## src/rtl/cla_addsub_pipe.sv

```systemverilog
// Pipelined carry look-ahead add/subtract: one DATA_WIDTH/STAGES slice per stage, carry registered
// between stages, valid/ready handshake with a global stall on backpressure.
module cla_addsub_pipe #(
    parameter int unsigned DATA_WIDTH = 64,
    parameter int unsigned STAGES     = 4
) (
    input  logic                  clk,
    input  logic                  rst,
    input  logic                  in_valid,
    output logic                  in_ready,
    input  logic [DATA_WIDTH-1:0] lhs,
    input  logic [DATA_WIDTH-1:0] rhs,
    input  logic                  cin,
    input  logic                  inv,
    output logic                  out_valid,
    input  logic                  out_ready,
    output logic [DATA_WIDTH-1:0] res,
    output logic                  cout,
    output logic                  of,
    output logic                  zero
);

    localparam int unsigned SW = DATA_WIDTH / STAGES;

    typedef logic [DATA_WIDTH-1:0] word_t;

    // Returns {carry out, carry into slice MSB, slice sum}; each carry is a flat
    // generate/propagate sum-of-products rather than a ripple chain.
    function automatic logic [SW+1:0] cla_slice(input logic [SW-1:0] a,
                                                input logic [SW-1:0] b,
                                                input logic          c0);
        logic [SW-1:0] g;
        logic [SW-1:0] p;
        logic [SW:0]   c;
        logic          grp_g;
        logic          grp_p;
        g    = a & b;
        p    = a ^ b;
        c    = '0;
        c[0] = c0;
        for (int i = 0; i < int'(SW); i++) begin
            grp_g = 1'b0;
            grp_p = 1'b1;
            for (int j = i; j >= 0; j--) begin
                grp_g = grp_g | (g[j] & grp_p);
                grp_p = grp_p & p[j];
            end
            c[i+1] = grp_g | (grp_p & c0);
        end
        return {c[SW], c[SW-1], p ^ c[SW-1:0]};
    endfunction

    logic              adv;

    word_t             a_in   [STAGES];
    word_t             b_in   [STAGES];
    word_t             sum_in [STAGES];
    logic [STAGES-1:0] c_in;
    logic [STAGES-1:0] z_in;
    logic [STAGES-1:0] v_in;

    logic [SW+1:0]     slice_r [STAGES];
    word_t             sum_d   [STAGES];
    logic [STAGES-1:0] carry_d;
    logic [STAGES-1:0] zero_d;
    logic              of_d;

    word_t             a_q   [STAGES];
    word_t             b_q   [STAGES];
    word_t             sum_q [STAGES];
    logic [STAGES-1:0] vld_q;
    logic [STAGES-1:0] carry_q;
    logic [STAGES-1:0] zero_q;
    logic              of_q;

    // Stage inputs: stage 0 straight from the ports, later stages from the skewed registers.
    always_comb begin
        a_in[0]   = lhs;
        b_in[0]   = inv ? ~rhs : rhs;
        sum_in[0] = '0;
        c_in[0]   = cin;
        z_in[0]   = 1'b1;
        v_in[0]   = in_valid;
        for (int k = 1; k < int'(STAGES); k++) begin
            a_in[k]   = a_q[k-1];
            b_in[k]   = b_q[k-1];
            sum_in[k] = sum_q[k-1];
            c_in[k]   = carry_q[k-1];
            z_in[k]   = zero_q[k-1];
            v_in[k]   = vld_q[k-1];
        end
    end

    always_comb begin
        carry_d = '0;
        zero_d  = '0;
        for (int k = 0; k < int'(STAGES); k++) begin
            slice_r[k] = cla_slice(a_in[k][k*SW +: SW], b_in[k][k*SW +: SW], c_in[k]);
            sum_d[k]   = sum_in[k];
            sum_d[k][k*SW +: SW] = slice_r[k][SW-1:0];
            carry_d[k] = slice_r[k][SW+1];
            zero_d[k]  = z_in[k] & ~(|slice_r[k][SW-1:0]);
        end
        of_d = slice_r[STAGES-1][SW] ^ slice_r[STAGES-1][SW+1];
    end

    always_ff @(posedge clk) begin
        if (rst) begin
            vld_q   <= '0;
            carry_q <= '0;
            zero_q  <= '0;
            of_q    <= 1'b0;
            for (int k = 0; k < int'(STAGES); k++) begin
                a_q[k]   <= '0;
                b_q[k]   <= '0;
                sum_q[k] <= '0;
            end
        end else if (adv) begin
            vld_q   <= v_in;
            carry_q <= carry_d;
            zero_q  <= zero_d;
            of_q    <= of_d;
            for (int k = 0; k < int'(STAGES); k++) begin
                a_q[k]   <= a_in[k];
                b_q[k]   <= b_in[k];
                sum_q[k] <= sum_d[k];
            end
        end
    end

    // Whole pipe moves together; an output beat that is not taken stalls every stage.
    assign in_ready  = ~vld_q[STAGES-1] | out_ready;
    assign adv       = in_ready;
    assign out_valid = vld_q[STAGES-1];
    assign res       = sum_q[STAGES-1];
    assign cout      = carry_q[STAGES-1];
    assign of        = of_q;
    assign zero      = zero_q[STAGES-1];

    // The last stage has no successor to forward operands to.
    logic unused_last_ops;
    assign unused_last_ops = ^{a_q[STAGES-1], b_q[STAGES-1]};

endmodule

```

## config.mk

```make
export PLATFORM = sky130hd
export DESIGN_NAME = cla_addsub_pipe
export DESIGN_NICKNAME = d
export VERILOG_FILES = /design/src/rtl/cla_addsub_pipe.sv
export SDC_FILE = /design/constraint.sdc
export NUM_CORES = 1
export LEC_CHECK = 0
export ABC_CLOCK_PERIOD_IN_PS = 8800
export CORE_MARGIN = 8
export CORE_UTILIZATION = 51
export DETAILED_ROUTE_END_ITERATION = 10
export GPL_TIMING_DRIVEN = 0
export PLACE_DENSITY = 0.77
export RECOVER_POWER = 50
export SLEW_MARGIN = 25
export SYNTH_ARGS = -nofsm -noshare
export SYNTH_HDL_FRONTEND = slang
export SYNTH_SLANG_ARGS = --single-unit
```

## constraint.sdc

```tcl
create_clock -name clk -period 8.8 [get_ports clk]
set_clock_uncertainty 0.1 [all_clocks]
set_input_delay 1.32 -clock clk [delete_from_list [all_inputs] [get_ports clk]]
set_output_delay 1.32 -clock clk [all_outputs]
set_load 0.02 [all_outputs]
```

* After elaboration in Yosys (flattened, before gate mapping)
Memories as Yosys holds them, arrays and structs flattened.
Index checks and enable logic that the tools add are counted.
** Word-level totals
- RAM bits :: 768
- Output and inout bits :: 69
- Bits in registers :: 13
- Memories :: 3
** Operators by class
- Bitwise operators :: 1603
- Mux-type cells :: 18
- Reduce and logical (&&, ||, !) cells :: 4
** Memory list
- a_q :: depth 4, width 64, rd ports 3, clocked after memory_dff 0, wr ports 4, RTL line 68 : word_t a_q [STAGES];
- b_q :: depth 4, width 64, rd ports 3, clocked after memory_dff 0, wr ports 4, RTL line 69 : word_t b_q [STAGES];
- sum_q :: depth 4, width 64, rd ports 4, clocked after memory_dff 0, wr ports 4, RTL line 70 : word_t sum_q [STAGES];
** Operators with widths (count)
- $and A1 B1 Y1 :: 1027
- $mux W64 :: 13
- $or A1 B1 Y1 :: 557
- $xor A16 B16 Y16 :: 8
- $and A16 B16 Y16 :: 4
- $not A64 Y64 :: 1
- $reduce_or A16 Y1 :: 4
- $mux W1 :: 5
- $not A1 Y1 :: 5
- $xor A1 B1 Y1 :: 1

* Longest topological paths before layout
Gate-level depths: netlist (run 1).
- Word-level depth :: 22
- Gate-level depth with buffers :: 14
- Depth with buffers taken out :: 11

* Worst setup path after synthesis (run 1)
Ideal clock, no wire load.
- Path kind :: input to register
- Start :: input port out_ready
- End :: memory a_q[0][100] in the netlist's numbering (enable)
- Arrival :: 8.493 ns
- Path buffers :: 0
- Stages :: 4
- Library setup time :: 0.701 ns
- Slack :: -0.493 ns
- Path through :: nor2b_1 -> clkinv_1 -> nor2_1 -> inv_1
** RTL lines
- start, declared :: RTL line 16 : input logic out_ready,
- end, declared :: RTL line 68

==> results of run 1 <==
-- kinds of logic (layout without fill, tap and decap cells) --
family	count (synthesis)	after routing	share of synthesized area, %
AO/OA/AOI/OAI	136	136	5.96
XOR/XNOR	116	116	6.13
adder cells (fa/ha/maj)	68	68	5.27
buffers and inverters	71	353	1.70
flip-flops	365	365	64.9
multiplexers	2	2	0.120
other	0	2	0
AND/OR/NAND/NOR	492	492	16.0
-- path summary, 6_finish.rpt --
check,start,end,slack [ns],cells past startpoint
setup / recovery,out_ready,a_q[0][20],3.79,6
hold / removal,vld_q[1],vld_q[1],0.36,2
setup reg to reg,vld_q[3],a_q[0][20],4.79,5
hold reg to reg,vld_q[1],vld_q[1],0.36,2
-- area by class of cell --
cell class | count | area, um2
inverter | 22 | 83.8
fill | 2441 | 11500
multi-input combinational | 814 | 5560
buffer | 49 | 201
tap | 442 | 553
sequential | 365 | 10800
antenna | 2 | 5.00
clock buffer | 45 | 1040
clock inverter | 24 | 350
timing repair buffer | 213 | 2230
-- synth_stat cells (13+ instances only) --
| library cell | count |
|---|---|
| nand2_1 | 35 |
| dfxtp_1 | 13 |
| edfxtp_1 | 352 |
| ha_1 | 64 |
| and2_1 | 244 |
| xor2_1 | 43 |
| nor2_1 | 135 |
| xnor2_1 | 72 |
| clkbuf_1 | 41 |
| a21oi_1 | 34 |
| nor3_1 | 23 |
| inv_1 | 21 |
-- worst reg2reg max path, delay by kind of cell (launching register included) --
family	cells	cell delay, ns
simple gates	2	1.11
flops	1	0.34
buf+inv	3	2.02
-- per-stage QoR --
stage                     cell area [um2]  hold WS (ns)  setup TNS, ns
after floorplan                     16700         0.321              0
after global placement              19300         0.340        -822.98
after detailed placement            19500         0.351              0
after CTS                           20900         0.354              0
after global routing                20800         0.379              0
final                               20800         0.359              0
-- layer usage --
layer,up-vias,track usage [%],share of wire (%)
met1,4558,18.9,39
met5,-,0,0.043
met3,62,3.36,4.6
li1,4935,-,-
met2,197,31.6,53
met4,2,6.19,3.2
-- report_power, final --
part           switching, uW  internal [uW]  total [uW]
registers               30.9           2040        2070
logic                    243            222         465
clock network            638           1110        1750
total                    912           3370        4280
-- sequential cells by signal, indices dropped and copies added (netlist names) --
name	flops
vld_q	4
a_q	96
zero_q	4
b_q	96
of	1
sum_q	160
carry_q	4
==> run summary, run 1 <==
===============================================================================================
Commonest non-fill, non-tap cell in the layout                                         edfxtp_1
Fraction of synthesis flops using an asynchronous set or reset pin                           0%
TritonCTS clock tree                                                                        yes
Final antenna-violating net count                                                             0
Total grt overflow                                                                            0
Fmax                                                                                    199 MHz
Worst hold path class                                                                reg -> reg
Count of cells resized by post-cts repair                                                     0
Worst-case setup margin in the final layout                                             3.79 ns
WL per Instance                                                                         16.7 um
Initial antenna violation count                                                               2
Yosys Warn Count                                                                              0
Family with the most delay on the worst path                                       buffers and inverters
Drc violations                                                                                0
Placed wire-length estimate after detailed placement                                    24.5 mm
Proportion of layout cells with a drive suffix above 1                                    6.72%
Result of the run                                                                     completed
Number of synthesized register bits                                                         365
Violation count after the first detailed-route iteration                                    432
Minimum period implied by the final worst setup slack                                   5.01 ns
Detailed Route WL                                                                       32.9 mm
Commonest cells after routing, fill and taps aside                                 352 x edfxtp_1, 145 x and2_0, 135 x nor2_1
Final setup fails                                                                             0
Global-route wire length before repair                                                  51.4 mm
Floorplan die height                                                                     197 um
Post-layout net count                                                                      1705
Fin util                                                                                  64.4%
# H-tree levels                                                                               2
Crit-path slowest cell                                                               clkinvlp_2
Nature of the critical path startpoint                                             primary input
Critical path buffer and inverter count                                                       4
Router iterations before antenna repair                                                       6
Kind of capture point of the worst setup path                                          register
Biggest area contributors in the synthesized netlist                               edfxtp_1 63%, and2_1 9.1%, ha_1 4.8%
Crit-path cells                                                                    dlygate4sd3_1, nor2b_1, clkinv_1, nor2_1, clkinvlp_2, clkbuf_1
Avg Cell Area, Syn                                                                     13.4 um2
Worst Path Arrival                                                                      4.99 ns
Clock input transition at the sequential cells of the worst setup and hold paths        0.06 ns
Leak pwr                                                                             0.00854 uW
Mapped Cells                                                                               1250
Core region area                                                                      32400 um2
Routability-driven placement congestion ratio                                             0.842
Max-cap viol count                                                                            0
Largest vdd supply drop                                                                0.139 mV
Data required time at the worst endpoint                                                8.78 ns
Latest clock arrival within the worst-skew pair                                         0.51 ns
Critical setup path kind                                                              in -> reg
Max transition margin                                                                     17.4%
Die ar.                                                                               38800 um2
Crit path max fanout                                                                         24
Count of hold buffers inserted by post-cts repair                                             0
Biggest area consumer among synthesized cells                                          edfxtp_1
Maximum buffer depth of the clock tree                                                        3
Distinct cell type count after synthesis                                                     75
Slew Limit Fails                                                                              0
Die Width                                                                                197 um
Sequential fraction of the synthesis area                                                 64.9%
Biggest cell delay along the critical path                                              1.03 ns
Final Hold Vio Count                                                                          0
Crit share post-route                                                                     57.0%
Count of buffers inserted at the top-level ports                                            201
Vias in the first global route                                                             9942
Post-synth EDFFs                                                                            352
Power Density                                                                        205 nW/um2
Final instance count without filler cells                                                  1976
TritonCTS buffer count                                                                       38
Boundary Pins                                                                               203
Placed cells                                                                               1905
Total number of placement rows                                                               66
Setup repair after global routing missed its margin                                       false
Area added between synthesis and finish                                                   24.8%
Via total after detailed routing                                                           9754
Clock sinks                                                                                 365
Maximum number of pins on one net before global-route repair                                 37
Actual slew at the worst max-slew pin                                                   1.24 ns
Post-synth top area share                                                                 63.3%
Net Count, Synth                                                                           1452
Initial Util                                                                              51.6%
Clk root buf                                                                          clkbuf_16
Total standard cell area after synthesis                                              16700 um2
Most common flop cell mapped by yosys                                                  edfxtp_1
Post-Place Worst Slack                                                                  3.36 ns
Post-CTS Setup Bufs                                                                           0
Overall power of the completed layout                                                   4280 uW
Total global-route track usage                                                            16.9%
Via-to-Cell Ratio                                                                          4.94
===============================================================================================
(Power assumes the default switching activity.)
==> run 2, diff against run 1 <==
--- a/config.mk
+++ b/config.mk
@@ -5,12 +5,12 @@
 export SDC_FILE = /design/constraint.sdc
 export NUM_CORES = 1
 export LEC_CHECK = 0
-export ABC_CLOCK_PERIOD_IN_PS = 8800
+export ABC_CLOCK_PERIOD_IN_PS = 5100
 export CORE_MARGIN = 8
-export CORE_UTILIZATION = 51
+export CORE_UTILIZATION = 56
 export DETAILED_ROUTE_END_ITERATION = 10
 export GPL_TIMING_DRIVEN = 0
-export PLACE_DENSITY = 0.77
+export PLACE_DENSITY = 0.8
 export RECOVER_POWER = 50
 export SLEW_MARGIN = 25
 export SYNTH_ARGS = -nofsm -noshare
==> constraint.sdc (replaced) <==
create_clock -name clk -period 5.1 [get_ports clk]
set_clock_uncertainty 0.1 [all_clocks]
set_input_delay 0.765 -clock clk [delete_from_list [all_inputs] [get_ports clk]]
set_output_delay 0.765 -clock clk [all_outputs]
set_load 0.02 [all_outputs]
==> run 2 against run 1 <==
Net effect: global-route usage increased by 1.7 points; register-to-register slack got worse by 3.5 ns; first-iteration DRC count increased by 10%; non-clock buffer count unchanged; largest cell class unchanged.
==> run summary, run 2 (synthesis gave the netlist of run 1 again) <==
===============================================================================================
Data required time at the worst endpoint                                                5.25 ns   was 8.78 ns
Latest clock arrival within the worst-skew pair                                         0.52 ns   was 0.51 ns
TritonCTS buffer count                                                                       38   unchanged
Total number of placement rows                                                               63   was 66
Met1 routing resource usage after global routing                                          21.1%   was 18.9%
Die Width                                                                                189 um   was 197 um
Maximum buffer depth of the clock tree                                                        3   unchanged
Fraction of met2 tracks used by global routing                                            33.7%   was 31.6%
Count of hold buffers inserted by post-cts repair                                             0   unchanged
Placed cells                                                                               1853   was 1905
Filler instances                                                                           2078   was 2441
Placed wire-length estimate after detailed placement                                    24.6 mm   was 24.5 mm
Dpl cell area                                                                         19500 um2   about the same
Worst hold path class                                                                reg -> reg   unchanged
Area added between synthesis and finish                                                   23.8%   was 24.8%
Fin util                                                                                  70.1%   was 64.4%
Switching component of the power                                                        1570 uW   was 912 uW
Setup repair after global routing missed its margin                                       false   unchanged
Worst Path Arrival                                                                      4.41 ns   was 4.99 ns
Cell Int Power                                                                          5520 uW   was 3370 uW
Clk root buf                                                                          clkbuf_16   unchanged
Clock network fraction of total power                                                     38.2%   was 40.9%
Crit path max fanout                                                                         31   was 24
WL per Instance                                                                         17.3 um   was 16.7 um
Max reg flops                                                                               160   unchanged
Final setup fails                                                                             0   unchanged
Post-layout net count                                                                      1705   unchanged
Share of power burned in combinational logic                                              11.4%   was 10.9%
Fmax                                                                                    235 MHz
Initial antenna violation count                                                               3   was 2
Commonest non-fill, non-tap cell in the layout                                         edfxtp_1   unchanged
Final antenna-violating net count                                                             0   unchanged
TritonCTS clock tree                                                                        yes   unchanged
Core region area                                                                      29500 um2   was 32400 um2
Via total after detailed routing                                                           9906   was 9754
Post-CTS Setup Bufs                                                                           0   unchanged
Boundary Pins                                                                               203   unchanged
Max transition margin                                                                     29.9%   was 17.4%
Maximum number of pins on one net before global-route repair                                 37   unchanged
Count of buffers inserted at the top-level ports                                            201   unchanged
Nature of the critical path startpoint                                             primary input   unchanged
Share of total power consumed by net switching                                            22.1%   was 21.3%
Most flops, register                                                                      sum_q   unchanged
Proportion of layout cells with a drive suffix above 1                                    6.47%   was 6.72%
Violation count after the first detailed-route iteration                                    475   was 432
Leak pwr                                                                             0.00858 uW   was 0.00854 uW
Slew Limit Fails                                                                              0   unchanged
Regs by FF count                                                                   sum_q x160, a_q x96, b_q x96   unchanged
Router iterations before antenna repair                                                       5   was 6
Crit share post-route                                                                     83.5%
Final Hold Vio Count                                                                          0   unchanged
GRT met3 Usage                                                                            3.48%   was 3.36%
Global-route wire length before repair                                                  52.3 mm   was 51.4 mm
Routability-driven placement congestion ratio                                             0.873   was 0.842
Actual slew at the worst max-slew pin                                                   1.05 ns   was 1.24 ns
Drc violations                                                                                0   unchanged
Total grt overflow                                                                            0   unchanged
Vias in the first global route                                                            10200   was 9942
Die ar.                                                                               35600 um2   was 38800 um2
Power Density                                                                        343 nW/um2   was 205 nW/um2
Portion of total power attributed to sequential cells                                     50.4%   was 48.3%
Clock sinks                                                                                 365   unchanged
Global route hottest layer                                                                 met2   unchanged
Final instance count without filler cells                                                  1924   was 1976
Floorplan die height                                                                     189 um   was 197 um
Clock input transition at the sequential cells of the worst setup and hold paths        0.05 ns   was 0.06 ns
Result of the run                                                                     completed   unchanged
Via-to-Cell Ratio                                                                          5.15   was 4.94
Max-cap viol count                                                                            0   unchanged
Detailed Route WL                                                                       33.3 mm   was 32.9 mm
Largest vdd supply drop                                                                0.266 mV   was 0.139 mV
Count of cells resized by post-cts repair                                                     0   unchanged
Commonest cells after routing, fill and taps aside                                 352 x edfxtp_1, 197 x and2_1, 135 x nor2_1   was 352 x edfxtp_1, 145 x and2_0, 135 x nor2_1
Kind of capture point of the worst setup path                                          register   unchanged
# H-tree levels                                                                               2   unchanged
Minimum period implied by the final worst setup slack                                   4.26 ns
Critical setup path kind                                                              in -> reg   unchanged
Overall power of the completed layout                                                   7090 uW   was 4280 uW
Total global-route track usage                                                            18.6%   was 16.9%
Initial Util                                                                              56.6%   was 51.6%
Final design instance area without fill                                               20700 um2   was 20800 um2
===============================================================================================
-- run 2: layer usage --
layer	up-vias	wire [um]
met5	-	12
met4	2	1340
met3	87	1670
met2	265	17400
met1	4618	12900
li1	4934	-
-- run 2: final timing paths --
path	start	end	slack [ns]	depth (start not counted)
min	vld_q[2]	vld_q[2]	0.36	2
max reg2reg	vld_q[3]	sum_q[3][55]	1.25	8
min reg2reg	vld_q[2]	vld_q[2]	0.36	2
max	out_ready	sum_q[3][55]	0.84	9
-- run 2: critical path: stages --
cell           delay (ns)
dlygate4sd3_1        0.54
nor2b_1              0.32
clkinv_4             0.18
nor2_1               0.71
clkinvlp_2           0.89
buf_12               0.42
buf_16               0.19
buf_12               0.18
buf_12               0.18
-- run 2: per-stage QoR --
stage | setup slack [ns] | setup TNS (ns) | hold WS [ns]
2_1_floorplan | -1.88 | -661.86 | 0.321
3_3_place_gp | -4.37 | -1528.47 | 0.340
3_5_place_dp | 0.175 | 0 | 0.345
4_1_cts | 0.711 | 0 | 0.357
5_1_grt | 0.581 | 0 | 0.383
6_report | 0.840 | 0 | 0.358
-- run 2: final cells by class --
class	instances	area, um2	share of cell area (%)
flip-flops and latches	365	10800	52.4
multi-input cells	814	5550	26.8
repair buffers	213	2270	11.0
clock buffers	47	1060	5.12
well taps	390	488	2.36
plain buffers	49	201	0.974
clock inverters	21	179	0.865
inverters	22	88.8	0.430
diodes	3	7.51	0.0363
-- run 2: power by group through the flow --
stage	clock network (uW)	logic, uW	registers (uW)
after floorplan	0	488	3650
after global placement	0	796	3630
after detailed placement	0	826	3630
after CTS	2760	833	3570
after global routing	2880	894	3590
final	2710	811	3570
==> run 3, diff against run 2 <==
--- a/config.mk
+++ b/config.mk
@@ -5,7 +5,7 @@
 export SDC_FILE = /design/constraint.sdc
 export NUM_CORES = 1
 export LEC_CHECK = 0
-export ABC_CLOCK_PERIOD_IN_PS = 5100
+export ABC_CLOCK_PERIOD_IN_PS = 4200
 export CORE_MARGIN = 8
 export CORE_UTILIZATION = 56
 export DETAILED_ROUTE_END_ITERATION = 10
==> constraint.sdc (replaced) <==
create_clock -name clk -period 4.2 [get_ports clk]
set_clock_uncertainty 0.1 [all_clocks]
set_input_delay 0.63 -clock clk [delete_from_list [all_inputs] [get_ports clk]]
set_output_delay 0.63 -clock clk [all_outputs]
set_load 0.02 [all_outputs]
==> run 3 against run 2 <==
Net effect: utilization hardly changed; combinational power grew 21%; first-iteration DRC count increased by 1.9%; sequential power up 21%; via count unchanged; worst hold slack improved by 0.0020 ns; clock-buffer cell count did not move; critical path depth unchanged; die area is the same; final area about the same; global-route usage is the same; critical endpoint unchanged; largest power group unchanged.
==> run summary, run 3 (synthesis gave the netlist of run 1 again) <==
===============================================================================================
Result of the run                                                                     completed   unchanged
Crit-path slowest cell                                                               clkinvlp_2   unchanged
Fmax                                                                                    259 MHz
Latest clock arrival within the worst-skew pair                                         0.52 ns   about the same
Initial antenna violation count                                                               3   unchanged
Router iterations before antenna repair                                                       5   unchanged
Total grt overflow                                                                            0   unchanged
Via total after detailed routing                                                           9906   unchanged
Kind of capture point of the worst setup path                                          register   unchanged
Clk root buf                                                                          clkbuf_16   unchanged
Setup repair after global routing missed its margin                                       false   unchanged
RR Endpoint                                                                        sum_q[3][55]   unchanged
Final antenna-violating net count                                                             0   unchanged
Core region area                                                                      29500 um2   unchanged
Clock sinks                                                                                 365   unchanged
Maximum number of pins on one net before global-route repair                                 37   unchanged
Vias in the first global route                                                            10200   unchanged
Minimum period implied by the final worst setup slack                                   3.86 ns
TritonCTS clock tree                                                                        yes   unchanged
Commonest cells after routing, fill and taps aside                                 352 x edfxtp_1, 198 x and2_1, 134 x nor2_1   was 352 x edfxtp_1, 197 x and2_1, 135 x nor2_1
Actual slew at the worst max-slew pin                                                   1.06 ns   was 1.05 ns
Final setup fails                                                                             0   unchanged
Most flops, register                                                                      sum_q   unchanged
Count of hold buffers inserted by post-cts repair                                             0   unchanged
Hold EP                                                                                vld_q[2]   unchanged
Detailed Route WL                                                                       33.3 mm   about the same
Worst reg2reg setup slack                                                               0.62 ns   was 1.25 ns
Placed wire-length estimate after detailed placement                                    24.6 mm   unchanged
Fin util                                                                                  70.1%   about the same
Area added between synthesis and finish                                                   23.7%   was 23.8%
Drc violations                                                                                0   unchanged
Crit-path cells                                                                    dlygate4sd3_1, nor2b_1, clkinvlp_2, nor2_4, clkinvlp_2, buf_12, buf_16, buf_12, buf_12   was dlygate4sd3_1, nor2b_1, clkinv_4, nor2_1, clkinvlp_2, buf_12, buf_16, buf_12, buf_12
Max reg flops                                                                               160   unchanged
Final-layout worst hold slack                                                          0.360 ns   was 0.358 ns
Nature of the critical path startpoint                                             primary input   unchanged
Critical setup path kind                                                              in -> reg   unchanged
Count of buffers inserted at the top-level ports                                            201   unchanged
Data required time at the worst endpoint                                                4.35 ns   was 5.25 ns
Die Width                                                                                189 um   unchanged
Global-route wire length before repair                                                  52.3 mm   unchanged
Worst reg2reg path startpoint                                                          vld_q[3]   unchanged
Die ar.                                                                               35600 um2   unchanged
Total number of placement rows                                                               63   unchanged
Worst Path Arrival                                                                      4.01 ns   was 4.41 ns
Maximum buffer depth of the clock tree                                                        3   unchanged
Final instance count without filler cells                                                  1924   unchanged
Slew Limit Fails                                                                              0   unchanged
Routability-driven placement congestion ratio                                             0.873   unchanged
Overall power of the completed layout                                                   8600 uW   was 7090 uW
Via-to-Cell Ratio                                                                          5.15   unchanged
Final Hold Vio Count                                                                          0   unchanged
Proportion of layout cells with a drive suffix above 1                                    6.60%   was 6.47%
FF-to-FF path depth                                                                           8   unchanged
Clock input transition at the sequential cells of the worst setup and hold paths        0.05 ns   about the same
Biggest cell delay along the critical path                                              0.66 ns   was 0.89 ns
Regs by FF count                                                                   sum_q x160, a_q x96, b_q x96   unchanged
Crit share post-route                                                                     91.8%
Placed cells                                                                               1853   unchanged
Leak pwr                                                                             0.00857 uW   was 0.00858 uW
Total global-route track usage                                                            18.6%   unchanged
Initial Util                                                                              56.6%   unchanged
Largest vdd supply drop                                                                0.322 mV   was 0.266 mV
Commonest non-fill, non-tap cell in the layout                                         edfxtp_1   unchanged
Floorplan die height                                                                     189 um   unchanged
Boundary Pins                                                                               203   unchanged
Startpoint of the tightest hold check path                                             vld_q[2]   unchanged
WL per Instance                                                                         17.3 um   about the same
Power Density                                                                        416 nW/um2   was 343 nW/um2
Cell occurring most often along the worst timing path                                    buf_12   unchanged
Max transition margin                                                                     29.5%   was 29.9%
Violation count after the first detailed-route iteration                                    484   was 475
# H-tree levels                                                                               2   unchanged
Number of stages on the worst hold path                                                       2   unchanged
Max-cap viol count                                                                            0   unchanged
TritonCTS buffer count                                                                       38   unchanged
Post-layout net count                                                                      1705   unchanged
Crit path max fanout                                                                         31   unchanged
Worst hold path class                                                                reg -> reg   unchanged
Worst Setup SP                                                                        out_ready   unchanged
===============================================================================================
## run 3: cell types whose count changed in the layout (fill, tap and decap cells not counted), sizes merged
| cell | previous run | this run |
|---|---|---|
| clkinv | 17 | 16 |
| clkdlybuf4s50 | 132 | 131 |
| clkinvlp | 3 | 4 |
| dlygate4sd3 | 69 | 70 |
## run 3: how the worst max path moves through the flow
| stage | endpoint | slack [ns] | cells after the start |
|---|---|---|---|
| after floorplan | a_q[0][100] | -2.65 | 4 |
| after CTS | sum_q[0][15] | 0.36 | 13 |
| after detailed placement | sum_q[0][15] | -0.59 | 13 |
| final | sum_q[3][55] | 0.34 | 9 |
| after global routing | a_q[0][57] | 0.17 | 9 |
| after global placement | sum_q[3][49] | -5.13 | 5 |
## run 3: cell type report
cell class | count | area [um2]
Multi-Input combinational cell | 814 | 5550
Fill cell | 2078 | 8820
Buffer | 49 | 203
Inverter | 22 | 85.1
Tap cell | 390 | 488
Timing Repair Buffer | 213 | 2260
Clock buffer | 47 | 1060
Antenna cell | 3 | 7.51
Sequential cell | 365 | 10800
Clock inverter | 21 | 179
## run 3: layer usage
| metal | GRT usage [%] | vias up | share of wire [%] |
|---|---|---|---|
| li1 | - | 4936 | - |
| met1 | 21.1 | 4628 | 39 |
| met2 | 33.7 | 253 | 52 |
| met3 | 3.48 | 87 | 4.7 |
| met4 | 8.21 | 2 | 4.0 |
| met5 | 0 | - | 0.036 |
## run 3: worst max-delay path: cells and delay by family
family                 cells  cell delay (ns)
and+or+nand+nor            2             0.70
buffers and inverters      7             2.64
## run 3: power breakdown
| part | leakage [uW] | switching [uW] | total, uW | internal, uW |
|---|---|---|---|---|
| Sequential | 0.00429 | 67.8 | 4330 | 4270 |
| Clock | 0.000605 | 1320 | 3290 | 1970 |
| Combinational | 0.00368 | 515 | 985 | 470 |
## run 3: repair_timing
| action | in CTS | in global routing |
|---|---|---|
| gates resized for setup | 1 | 0 |
| endpoints found under the setup margin | 2 | 0 |
| setup buffers | 0 | 0 |
## run 3: through the flow
step                area, um2  setup TNS [ns]  setup slack, ns
floorplan               16700         -931.14            -2.65
global placement        19200        -1799.84            -5.13
detailed placement      19500           -2.63           -0.590
CTS                     20700               0            0.361
global route            20700               0            0.166
finish                  20700               0            0.342
==> variant: new RTL, settings of run 3 <==
Set the parameter `DATA_WIDTH` to 32 (it was 64).
--- a/src/rtl/cla_addsub_pipe.sv
+++ b/src/rtl/cla_addsub_pipe.sv
@@ -2,5 +2,5 @@
 // between stages, valid/ready handshake with a global stall on backpressure.
 module cla_addsub_pipe #(
-    parameter int unsigned DATA_WIDTH = 64,
+    parameter int unsigned DATA_WIDTH = 32,
     parameter int unsigned STAGES     = 4
 ) (
Ports: changed (resized lhs, res and rhs); port bits go from 203 to 107. The function was not compared with the original's and may differ.
==> variant against run 3 <==
Worst setup slack improved by 0.54 ns. Via count decreased by 49%. Sequential cell count decreased by 176. Power decreased by 50%. Area after synthesis decreased by 49%. Cell area decreased by 49%. Global-route usage decreased by 1.2 points. Wire length decreased by 52%. Largest cell class unchanged.
==> variant: results (changes against run 3) <==
Status: completed (unchanged)
Sequential standard cell area: 5550 um2 (was 10,800 um2)
Flop2flop setup slack: 1.28 ns (was 0.62 ns)
Non-Filler Instances: 962 (was 1,924)
Crit path DAT: 3.37 ns (was 4.01 ns)
Post-route clock period utilization: 79.0% (was 91.8%)
Min-Delay Endpoint: vld_q[1]$_SDFFE_PP0P_ (was vld_q[2]$_SDFFE_PP0P_)
Peak VDD IR: 0.307 mV (was 0.322 mV)
CP Max Fanout: 10 (was 31)
Hold path start: vld_q[1]$_SDFFE_PP0P_ (was vld_q[2]$_SDFFE_PP0P_)
Vias in the first global route: 5,297 (was 10,200)
Initial antenna violation count: 0 (was 3)
First-pass DRT Iterations: 4 (was 5)
Post-placement cell count: 930 (was 1,853)
Post-Syn Nets: 737 (was 1,452)
Slew of the pin with the lowest slew margin: 0.717 ns (was 1.06 ns)
Most frequent cells after synthesis: 176 x edfxtp_1, 124 x and2_1, 70 x nor2_1 (was 352 x edfxtp_1, 244 x and2_1, 135 x nor2_1)
Fin nets: 867 (was 1,705)
GRT Util Overall: 17.4% (was 18.6%)
Critical Path End: sum_q[1][10]$_SDFFCE_PN0P_ (was sum_q[3][55]$_SDFFCE_PN0P_)
Largest cells by area after synthesis: edfxtp_1 62%, and2_1 9.1%, ha_1 4.7%, xnor2_1 3.8%, nor2_1 3.1% (was edfxtp_1 63%, and2_1 9.1%, ha_1 4.8%, xnor2_1 3.8%, nor2_1 3.0%)
H-tree levels: 4 (was 2)
WL final: 16,100 um (was 33,300 um)
Port buffer count: 105 (was 201)
Reg2reg path depth: 6 (was 8)
## variant: cell count changes in the layout (fill, tap and decap cells not counted), sizes merged, moves of 24 or more
| cell | run 3 | this run |
|---|---|---|
| clkbuf | 89 | 39 |
| ha | 64 | 32 |
| a21oi | 38 | 12 |
| clkdlybuf4s50 | 131 | 68 |
| and2 | 245 | 125 |
| nor2 | 135 | 70 |
| xor2 | 43 | 19 |
| xnor2 | 73 | 37 |
| dlygate4sd3 | 70 | 37 |
| edfxtp | 352 | 176 |
## variant: power groups by stage
stage	logic (uW)	clock network [uW]	registers (uW)
floorplan	287	0	2280
global placement	470	0	2270
detailed placement	490	0	2270
CTS	497	1570	2230
global route	532	1640	2240
finish	483	1560	2230
## variant: final cells by class
type                            count  share of cell area [%]
Sequential cell                   189                    53.0
Multi-Input combinational cell    397                    26.2
Timing Repair Buffer              111                    11.4
Clock buffer                       17                    4.06
Tap cell                          188                    2.25
Clock inverter                     15                    1.41
Buffer                             25                   0.932
Inverter                           20                   0.765
## variant: cells by family after synthesis
logic type	after synthesis	synth area share, %
AND/OR/NAND/NOR	243	15.3
flip-flops	189	65.2
multiplexers	1	0.118
AO/OA/AOI/OAI	61	5.86
XOR/XNOR	56	5.77
adder cells (fa/ha/maj)	36	5.65
buffers and inverters	45	2.05
## variant: per-layer routing
metal | wire [um] | share of wire [%]
met5 | 0 | 0
met4 | 336 | 2.1
met3 | 887 | 5.5
met2 | 8300 | 52
met1 | 6540 | 41
## variant: worst max-delay path, cell delays in order
cell and delay [ns]:
dlygate4sd3_1 0.54, nor2b_1 0.26, clkinvlp_2 0.45, nand2b_1 0.21
clkbuf_1 0.52, clkbuf_1 0.61, nor3_1 0.14
